### src/rtl/softex_fp_vect_framer_if.sv
// Valid/ready stream of VECT_WIDTH FP lanes with per-lane strobes.
// The master drives the payload and the slave returns ready.
interface softex_fp_vect_framer_if #(
  parameter int unsigned WIDTH      = 32,
  parameter int unsigned VECT_WIDTH = 1
);
  logic                        valid;
  logic                        ready;
  logic [VECT_WIDTH*WIDTH-1:0] vect;
  logic [VECT_WIDTH-1:0]       strb;

  modport master (output valid, vect, strb, input ready);
  modport slave  (input valid, vect, strb, output ready);
endinterface

### src/rtl/softex_fp_vect_framer.sv
// Frames raw FP beats into one softmax row: masks lanes past the row end, tags the
// final beat, counts strobed elements and decouples ready through a 2-entry FIFO.
module softex_fp_vect_framer #(
  parameter int unsigned FPFORMAT   = 0,
  parameter int unsigned VECT_WIDTH = 1,
  parameter int unsigned LEN_WIDTH  = 16
) (
  input  logic                   clk_i,
  input  logic                   rst_i,
  input  logic                   clear_i,
  input  logic                   start_i,
  input  logic [LEN_WIDTH-1:0]   length_i,
  output logic                   busy_o,
  output logic                   done_o,
  softex_fp_vect_framer_if.slave  in_s,
  softex_fp_vect_framer_if.master out_m,
  output logic                   out_last_o,
  output logic [LEN_WIDTH-1:0]   elem_cnt_o
);

  // Element width for the fpnew format encoding (FP32, FP64, FP16, FP8, FP16ALT).
  function automatic int unsigned fp_width(input int unsigned fmt);
    case (fmt)
      0:       fp_width = 32;
      1:       fp_width = 64;
      2:       fp_width = 16;
      3:       fp_width = 8;
      4:       fp_width = 16;
      default: fp_width = 32;
    endcase
  endfunction

  localparam int unsigned WIDTH = fp_width(FPFORMAT);
  localparam int unsigned DW    = VECT_WIDTH * WIDTH;

  function automatic logic [LEN_WIDTH:0] popcount(input logic [VECT_WIDTH-1:0] v);
    popcount = '0;
    for (int i = 0; i < VECT_WIDTH; i++) begin
      popcount = popcount + (LEN_WIDTH+1)'(v[i]);
    end
  endfunction

  typedef enum logic [1:0] {IDLE = 2'd0, RUN = 2'd1, DRAIN = 2'd2, DONE = 2'd3} state_e;

  state_e                  state_q, state_d;
  logic [LEN_WIDTH-1:0]    rem_q, rem_d;
  logic [LEN_WIDTH-1:0]    cnt_q, cnt_d;
  logic                    hd_vld_q, hd_vld_d, tl_vld_q, tl_vld_d;
  logic                    hd_last_q, hd_last_d, tl_last_q, tl_last_d;
  logic [DW-1:0]           hd_vect_q, hd_vect_d, tl_vect_q, tl_vect_d;
  logic [VECT_WIDTH-1:0]   hd_strb_q, hd_strb_d, tl_strb_q, tl_strb_d;

  logic                    in_ready_s, push_s, pop_s, last_s;
  logic [VECT_WIDTH-1:0]   lane_mask_s, strb_m_s;
  logic [LEN_WIDTH:0]      cnt_sum_s;

  // The tail slot is only ever occupied behind a valid head, so tail valid means full.
  assign in_ready_s = (state_q == RUN) && !tl_vld_q;
  assign push_s     = in_s.valid && in_ready_s;
  assign pop_s      = hd_vld_q && out_m.ready;

  // Beat framing, element counting, FIFO movement and next FSM state.
  always_comb begin
    state_d   = state_q;
    rem_d     = rem_q;
    cnt_d     = cnt_q;
    hd_vld_d  = hd_vld_q;
    hd_last_d = hd_last_q;
    hd_vect_d = hd_vect_q;
    hd_strb_d = hd_strb_q;
    tl_vld_d  = tl_vld_q;
    tl_last_d = tl_last_q;
    tl_vect_d = tl_vect_q;
    tl_strb_d = tl_strb_q;

    // Lane k is inside the row iff k < min(rem, VECT_WIDTH), i.e. k < rem.
    for (int k = 0; k < VECT_WIDTH; k++) begin
      lane_mask_s[k] = (LEN_WIDTH'(k) < rem_q);
    end
    strb_m_s  = in_s.strb & lane_mask_s;
    last_s    = (rem_q <= LEN_WIDTH'(VECT_WIDTH));
    cnt_sum_s = {1'b0, cnt_q} + popcount(strb_m_s);

    if (push_s) begin
      rem_d = last_s ? '0 : rem_q - LEN_WIDTH'(VECT_WIDTH);
      if (cnt_sum_s[LEN_WIDTH]) begin
        cnt_d = '1;
      end else begin
        cnt_d = cnt_sum_s[LEN_WIDTH-1:0];
      end
    end else begin
      rem_d = rem_q;
    end

    if (tl_vld_q) begin
      if (pop_s) begin
        hd_vect_d = tl_vect_q;
        hd_strb_d = tl_strb_q;
        hd_last_d = tl_last_q;
        tl_vld_d  = 1'b0;
      end else begin
        tl_vld_d  = 1'b1;
      end
    end else if (hd_vld_q) begin
      if (push_s && !pop_s) begin
        tl_vld_d  = 1'b1;
        tl_vect_d = in_s.vect;
        tl_strb_d = strb_m_s;
        tl_last_d = last_s;
      end else if (push_s) begin
        hd_vect_d = in_s.vect;
        hd_strb_d = strb_m_s;
        hd_last_d = last_s;
      end else begin
        hd_vld_d  = !pop_s;
      end
    end else begin
      if (push_s) begin
        hd_vld_d  = 1'b1;
        hd_vect_d = in_s.vect;
        hd_strb_d = strb_m_s;
        hd_last_d = last_s;
      end else begin
        hd_vld_d  = 1'b0;
      end
    end

    case (state_q)
      IDLE: begin
        if (start_i) begin
          cnt_d = '0;
          if (length_i != '0) begin
            rem_d   = length_i;
            state_d = RUN;
          end else begin
            state_d = DONE;
          end
        end else begin
          state_d = IDLE;
        end
      end
      RUN: begin
        if (push_s && last_s) begin
          state_d = DRAIN;
        end else begin
          state_d = RUN;
        end
      end
      DRAIN: begin
        if (pop_s && hd_last_q) begin
          state_d = DONE;
        end else begin
          state_d = DRAIN;
        end
      end
      DONE:    state_d = IDLE;
      default: state_d = IDLE;
    endcase
  end

  // State registers; reset and clear both return to an empty, idle framer.
  always_ff @(posedge clk_i) begin
    if (rst_i || clear_i) begin
      state_q   <= IDLE;
      rem_q     <= '0;
      cnt_q     <= '0;
      hd_vld_q  <= 1'b0;
      hd_last_q <= 1'b0;
      hd_vect_q <= '0;
      hd_strb_q <= '0;
      tl_vld_q  <= 1'b0;
      tl_last_q <= 1'b0;
      tl_vect_q <= '0;
      tl_strb_q <= '0;
    end else begin
      state_q   <= state_d;
      rem_q     <= rem_d;
      cnt_q     <= cnt_d;
      hd_vld_q  <= hd_vld_d;
      hd_last_q <= hd_last_d;
      hd_vect_q <= hd_vect_d;
      hd_strb_q <= hd_strb_d;
      tl_vld_q  <= tl_vld_d;
      tl_last_q <= tl_last_d;
      tl_vect_q <= tl_vect_d;
      tl_strb_q <= tl_strb_d;
    end
  end

  assign busy_o      = (state_q != IDLE);
  assign done_o      = (state_q == DONE);
  assign in_s.ready  = in_ready_s;
  assign out_m.valid = hd_vld_q;
  assign out_m.vect  = hd_vect_q;
  assign out_m.strb  = hd_strb_q;
  assign out_last_o  = hd_last_q;
  assign elem_cnt_o  = cnt_q;

endmodule

### src/flat_wrapper.sv
// flat-port wrapper written by rule: the top's interface ports become plain ports
module softex_fp_vect_framer_flat 
#(
  parameter int unsigned FPFORMAT   = 0,
  parameter int unsigned VECT_WIDTH = 1,
  parameter int unsigned LEN_WIDTH  = 16
)
  (clk_i, rst_i, clear_i, start_i, length_i, busy_o, done_o, out_last_o, elem_cnt_o, in_s_valid, in_s_vect, in_s_strb, in_s_ready, out_m_valid, out_m_vect, out_m_strb, out_m_ready);
  softex_fp_vect_framer_if #(.WIDTH((32)), .VECT_WIDTH(VECT_WIDTH)) in_s_i ();
  softex_fp_vect_framer_if #(.WIDTH((32)), .VECT_WIDTH(VECT_WIDTH)) out_m_i ();
  input  logic clk_i;
  input  logic rst_i;
  input  logic clear_i;
  input  logic start_i;
  input  logic [LEN_WIDTH-1:0] length_i;
  output logic busy_o;
  output logic done_o;
  output logic out_last_o;
  output logic [LEN_WIDTH-1:0] elem_cnt_o;
  input wire logic [$bits(in_s_i.valid)-1:0] in_s_valid;
  input wire logic [$bits(in_s_i.vect)-1:0] in_s_vect;
  input wire logic [$bits(in_s_i.strb)-1:0] in_s_strb;
  output wire logic [$bits(in_s_i.ready)-1:0] in_s_ready;
  output wire logic [$bits(out_m_i.valid)-1:0] out_m_valid;
  output wire logic [$bits(out_m_i.vect)-1:0] out_m_vect;
  output wire logic [$bits(out_m_i.strb)-1:0] out_m_strb;
  input wire logic [$bits(out_m_i.ready)-1:0] out_m_ready;
  assign in_s_i.valid = in_s_valid;
  assign in_s_i.vect = in_s_vect;
  assign in_s_i.strb = in_s_strb;
  assign in_s_ready = in_s_i.ready;
  assign out_m_valid = out_m_i.valid;
  assign out_m_vect = out_m_i.vect;
  assign out_m_strb = out_m_i.strb;
  assign out_m_i.ready = out_m_ready;
  softex_fp_vect_framer #(.FPFORMAT(FPFORMAT), .VECT_WIDTH(VECT_WIDTH), .LEN_WIDTH(LEN_WIDTH)) u_core (.clk_i(clk_i), .rst_i(rst_i), .clear_i(clear_i), .start_i(start_i), .length_i(length_i), .busy_o(busy_o), .done_o(done_o), .in_s(in_s_i), .out_m(out_m_i), .out_last_o(out_last_o), .elem_cnt_o(elem_cnt_o));
endmodule
### config.mk
export PLATFORM = sky130hd
export DESIGN_NAME = softex_fp_vect_framer_flat
export DESIGN_NICKNAME = d
export VERILOG_FILES = /design/src/rtl/softex_fp_vect_framer_if.sv /design/src/rtl/softex_fp_vect_framer.sv /design/src/flat_wrapper.sv
export SDC_FILE = /design/constraint.sdc
export NUM_CORES = 1
export LEC_CHECK = 0
export CORE_MARGIN = 10
export CORE_UTILIZATION = 50
export CTS_CLUSTER_SIZE = 12
export DETAILED_ROUTE_END_ITERATION = 16
export PLACE_DENSITY = 0.88
export SLEW_MARGIN = 10
export SYNTH_ARGS = -nofsm -noshare
export SYNTH_HDL_FRONTEND = slang
export SYNTH_SLANG_ARGS = --single-unit
### constraint.sdc
create_clock -name clk_i -period 2.85 [get_ports clk_i]
set_clock_uncertainty 0.05 [all_clocks]
set_input_delay 0.57 -clock clk_i [delete_from_list [all_inputs] [get_ports clk_i]]
set_output_delay 0.57 -clock clk_i [all_outputs]
set_load 0.02 [all_outputs]
==> summary.txt, run 1 <==
met2 Track Usage GR -> 0.314
Inst Count DP -> 731
Yosys top cell area share -> 0.450
critical path class -> register to register
Hold WS -> 0.408 ns
TNS Setup -> 0 ns
run status -> complete, no violations
Final period util -> 0.918
worst reg2reg endpoint -> u_core.elem_cnt_o[8]
vias in the first global route -> 4150
register area share after synthesis -> 0.450
post-synthesis async set-or-reset flop share -> 0
Syn Area/Cell -> 8.58 um^2
CP Max Fanout -> 5
number of flops mapped to enable cells by yosys -> 0
layout cells sized above 1 -> 0.0629
RSZ-0062 raised after global routing -> no
footprint of the multi-input gates -> 2360 um^2
All-Layer GR Usage -> 0.177
die area -> 13500 um^2
post-DR vias/cell -> 5.62
root buf cell -> clkbuf_8
Final setup viols -> 0
clk slew on worst S/H paths -> 0.10 ns
die height -> 116 um
worst skew pair latency -> 0.35 ns
PwrDens -> 469 nW/um^2
area of placed instances -> 5790 um^2
Most used DFF post-synth -> dfxtp_1
total grt overflow -> 0
CTS tree -> yes
Worst Path Required -> 2.99 ns
CTS resizes -> 0
dpl ws -> 0.222 ns
fmax -> 382 MHz
clk buf depth -> 2
Hold Startpoint -> u_core.tl_vect_q[16]
via count -> 4199
Syn Std Cell Area -> 4620 um^2
Avg WL per Cell -> 16.4 um
leakage -> 1.90 nW
minimum clock period -> 2.62 ns
final worst setup slack -> 0.233 ns
first-pass GRT wire length -> 19700 um
synth unique cells -> 50
commonest non-fill, non-tap cell in the layout -> clkdlybuf4s50_1
antenna-violating nets left -> 0
Syn Inst Count -> 539
final instance area -> 6010 um^2
dpl hpwl -> 8820 um
Synth-to-Final Area Change -> 30.0%
clock sinks -> 104
DRT Pass-1 Iters -> 4
CTS Hold Buffers Added -> 0
met3 usage -> 0.0344
WHS Endpoint -> u_core.tl_vect_q[16]
fin. max-slew vios -> 0
Hold Violations, Final -> 0
total design power -> 2.82 mW
Initial DRC Count -> 263
register area -> 2080 um^2
hold-critical path depth -> 2
FF-to-FF setup slack -> 0.23 ns
Slew HR -> 0.233
worst vdd ir -> 0.000214 V
busiest grt layer -> met2
H-tree depth -> 3
Util after Layout -> 0.660
I/O Pins -> 109
Setup Fix Bufs, Post-CTS -> 0
CP arrival -> 2.76 ns
Startpoint Class -> register
worst reg2reg path depth -> 9
ANT cells -> 0
filler instances -> 727
Initial Utilization -> 0.508
worst reg2reg startpoint -> u_core.rem_q[6]
fin cells -> 747
post-synthesis register bit count -> 104
largest net degree at the start of global routing -> 69
Yosys Warn Count -> 0
Net Count, Synth -> 598
Critical Path End Type -> register
Max-Cap Viols -> 0
Routability Congestion -> 0.878
row cnt -> 35
drt total wl -> 12300 um
Nets -> 690
Port Buffers -> 108
met1 GRT Util -> 0.202
Hold Crit Class -> register to register
Chip Width -> 116 um
Worst Tran Pin Value -> 1.14 ns
CTS Buf Count -> 9
largest cells by area after synthesis -> dfxtp_1 45%, mux2i_1 7.6%, nand2_1 7.6%
initial antenna violation count -> 0
Core Footprint -> 9110 um^2
most frequent cells in the layout -> 108 x clkdlybuf4s50_1, 103 x dfxtp_1, 93 x nand2_1
DRC Markers -> 0
leading area contributor after synthesis -> dfxtp_1
[power breakdown]
part           internal (mW)  leakage (nW)  switching, mW
clock network          0.503         0.111          0.512
registers               1.47         0.841         0.0192
logic                  0.152         0.950          0.160
[state kept, by name (all words and copies together), names as in the netlist, 2 cells and up]
signal,count
u_core.rem_q,16
u_core.out_m.vect,32
u_core.state_q,2
u_core.tl_vect_q,32
u_core.elem_cnt_o,16
[critical path: stages, from the launching register on]
cell and delay, ns:
dfxtp_1 0.35, or4_4 0.58, nor4_4 0.35, a31oi_1 0.24, ha_1 0.28, nand2_1 0.11
nor3_1 0.08, and4_1 0.22, xnor2_1 0.13, a21oi_1 0.08
[cell usage after synthesis (3+ instances only)]
master      n
dfxtp_1   104
nand2_1    93
a21oi_1    65
nor2_1     48
mux2i_1    35
a211oi_1   32
clkbuf_1   23
nand3_1    20
xnor2_1    16
buf_2       9
nand4_1     8
nor4_1      8
inv_1       7
xor2_1      7
o21ai_0     6
nor3_1      5
a31oi_1     4
ha_1        4
a32o_1      3
and2_1      3
nor3b_1     3
[kinds of logic after synthesis]
| family | share of synthesized area |
|---|---|
| muxes | 0.0758 |
| buffers and inverters | 0.0422 |
| and+or+nand+nor | 0.217 |
| AOI/OAI and AO/OA | 0.160 |
| xor gates and xnor gates | 0.0436 |
| adders and majority gates | 0.0108 |
| DFF | 0.450 |
[final cells by class]
| type | count | area share |
|---|---|---|
| flip-flops and latches | 104 | 0.347 |
| inverters | 7 | 0.00437 |
| clock buffers | 9 | 0.0206 |
| multi-input cells | 391 | 0.392 |
| well taps | 111 | 0.0231 |
| clock inverters | 7 | 0.0164 |
| repair buffers | 118 | 0.197 |
[worst max-delay path by stage]
stage                               start              endpoint  depth (start not counted)
final                     u_core.rem_q[6]  u_core.elem_cnt_o[8]                          9
after global routing      u_core.rem_q[6]  u_core.elem_cnt_o[8]                          9
after CTS                 u_core.rem_q[6]  u_core.elem_cnt_o[8]                          9
after detailed placement        in_s_strb  u_core.elem_cnt_o[8]                          9
after global placement          in_s_strb  u_core.elem_cnt_o[8]                          9
after floorplan           u_core.rem_q[6]  u_core.elem_cnt_o[8]                          9
[per-layer routing]
| metal | wire length [um] | up-vias | part of all wire |
|---|---|---|---|
| met5 | 0 | - | 0 |
| met4 | 351 | 0 | 0.029 |
| met3 | 578 | 25 | 0.047 |
| met2 | 6270 | 110 | 0.51 |
| met1 | 5060 | 1978 | 0.41 |
| li1 | - | 2086 | - |
Power figures use the tool's default switching activity.
==> run 2, diff against run 1 <==
--- a/config.mk
+++ b/config.mk
@@ -5,6 +5,7 @@
 export SDC_FILE = /design/constraint.sdc
 export NUM_CORES = 1
 export LEC_CHECK = 0
+export CORE_ASPECT_RATIO = 0.75
 export CORE_MARGIN = 10
 export CORE_UTILIZATION = 50
 export CTS_CLUSTER_SIZE = 12
==> summary.txt, run 2 (same netlist as run 1, synthesis figures left out) <==
clock sinks -> 104 (unchanged)
Avg WL per Cell -> 16.5 um (+0.28%)
clk buf depth -> 2 (unchanged)
commonest non-fill, non-tap cell in the layout -> clkdlybuf4s50_1
vias in the first global route -> 4010 (-3.4%)
I/O Pins -> 109 (unchanged)
initial antenna violation count -> 0 (unchanged)
worst path cell trace -> or4_4 > nor4_4 > a31oi_1 > ha_1 > nand2_1 > nor3_1 > and4_1 > xnor2_1 > a21oi_1
Worst Path Required -> 3.07 ns (+0.08 ns)
CTS Hold Buffers Added -> 0 (unchanged)
Critical Path End Type -> register
Routability Congestion -> 0.970 (+10%)
Core Footprint -> 9050 um^2 (-0.69%)
ANT cells -> 0 (unchanged)
layout cells sized above 1 -> 0.0642 (+0.00127)
run status -> complete, no violations
post-DR vias/cell -> 5.57 (-0.98%)
All-Layer GR Usage -> 0.181 (+0.00316)
Initial DRC Count -> 360 (+37%)
Max Used Layer -> met4
dpl hpwl -> 9120 um (+3.4%)
DRC Markers -> 0 (unchanged)
Initial Utilization -> 0.511 (+0.00351)
Worst path slowest cell -> or4_4
PwrDens -> 484 nW/um^2 (+3.3%)
Slew HR -> 0.525 (+0.292)
clk slew on worst S/H paths -> 0.07 ns (-0.03 ns)
leakage -> 1.94 nW (+2.0%)
minimum clock period -> 2.58 ns (-0.0375 ns)
row cnt -> 30 (-14%)
die area -> 13500 um^2 (+0.29%)
total grt overflow -> 0 (unchanged)
Comb pwr share -> 0.109 (-0.002)
sequential fraction of design power -> 0.503 (-0.026)
Setup Fix Bufs, Post-CTS -> 0 (unchanged)
Hold Violations, Final -> 0 (unchanged)
drt total wl -> 12600 um (+3.0%)
fin. max-slew vios -> 0 (unchanged)
H-tree depth -> 3 (unchanged)
worst skew pair latency -> 0.34 ns (about the same)
most frequent cells in the layout -> 108 x clkdlybuf4s50_1, 103 x dfxtp_1, 93 x nand2_1
Net Sw Frac -> 0.248 (+0.00277)
TNS Setup -> 0 ns (unchanged)
worst vdd ir -> 0.000310 V (+45%)
Hold Crit Class -> register to register
antenna-violating nets left -> 0 (unchanged)
DRT Pass-1 Iters -> 5 (+1)
met3 wire length -> 1030 um (+77%)
Final period util -> 0.905 (-0.0131)
total design power -> 2.96 mW (+5.2%)
clock power share -> 0.388 (+0.028)
CTS Buf Count -> 9 (unchanged)
RSZ-0062 raised after global routing -> no
Sw Pwr -> 735 uW (+6.4%)
CP arrival -> 2.80 ns (+0.04 ns)
met1 wire length -> 5400 um (+6.7%)
Worst Tran Pin Value -> 0.706 ns (-0.437 ns)
Startpoint Class -> register
Chip Width -> 131 um (+13%)
die height -> 103 um (-11%)
filler instances -> 768 (+5.6%)
critical path class -> register to register
FF-to-FF setup slack -> 0.27 ns (+0.04 ns)
via count -> 4269 (+1.7%)
Max-Cap Viols -> 0 (unchanged)
Final setup viols -> 0 (unchanged)
Synth-to-Final Area Change -> 32.3%
Hold WS -> 0.405 ns (-0.00260 ns)
P_int -> 2.23 mW (+4.8%)
fmax -> 388 MHz (+1.5%)
met2 wire length -> 6010 um (-4.2%)
CTS resizes -> 0 (unchanged)
root buf cell -> clkbuf_16
first-pass GRT wire length -> 19900 um (+1.4%)
CP Max Fanout -> 5 (unchanged)
Worst path max stage delay -> 0.59 ns (about the same)
Nets -> 693 (+0.43%)
Port Buffers -> 108 (unchanged)
largest net degree at the start of global routing -> 81 (+17%)
CTS tree -> yes
[run 2: cell types whose count changed in the layout (fill, tap and decap cells not counted), sizes merged]
cell      before  now
buf           10   13
bufinv         2    0
clkbuf         9   11
clkinvlp       1    3
inv           10    9
clkinv         1    0
[run 2: metrics by stage]
step | util | worst slack [ns] | instance area (um^2) | instances
after global routing | 0.676 | 0.120 | 6120 | 767
after global placement | 0.646 | 0.374 | 5840 | 751
final | 0.676 | 0.270 | 6120 | 767
after detailed placement | 0.646 | 0.306 | 5840 | 751
after floorplan | - | 0.507 | 4620 | 539
after CTS | 0.676 | 0.273 | 6120 | 767
[run 2: per-layer routing]
metal / GRT usage / vias to the layer above
met4: 0.0520 / 0
met5: 0 / -
met2: 0.301 / 171
li1: - / 2090
met3: 0.0479 / 18
met1: 0.225 / 1990
[run 2: critical path: cells and delay by family, from the launching register on]
family                   cells  cell delay, ns
XOR/XNOR                     1            0.13
flip-flops                   1            0.34
adder cells (fa/ha/maj)      1            0.26
AND/OR/NAND/NOR              5            1.38
AO/OA/AOI/OAI                2            0.35
[run 2: layout make-up]
type | count | area, um^2 | area share
Clock inverter | 5 | 40.0 | 0.00655
Timing Repair Buffer | 121 | 1220 | 0.199
Multi-Input combinational cell | 391 | 2360 | 0.385
Sequential cell | 104 | 2080 | 0.341
Clock buffer | 11 | 233 | 0.0381
Inverter | 7 | 26.3 | 0.00430
Tap cell | 128 | 160 | 0.0262
[run 2: power by group through the flow]
stage                     clock [mW]  sequential, mW  combinational (mW)
final                           1.15            1.49               0.324
after global routing            1.22            1.49               0.348
after CTS                       1.17            1.49               0.321
after detailed placement           0            1.52               0.319
after global placement             0            1.52               0.310
after floorplan                    0            1.53               0.156
[run 2: final timing paths]
path                                           start                    to  depth (start not counted)
worst min register to register  u_core.tl_vect_q[12]  u_core.tl_vect_q[12]                          2
worst min-delay path            u_core.tl_vect_q[12]  u_core.tl_vect_q[12]                          2
worst max register to register       u_core.rem_q[6]  u_core.elem_cnt_o[8]                          9
worst max-delay path                 u_core.rem_q[6]  u_core.elem_cnt_o[8]                          9
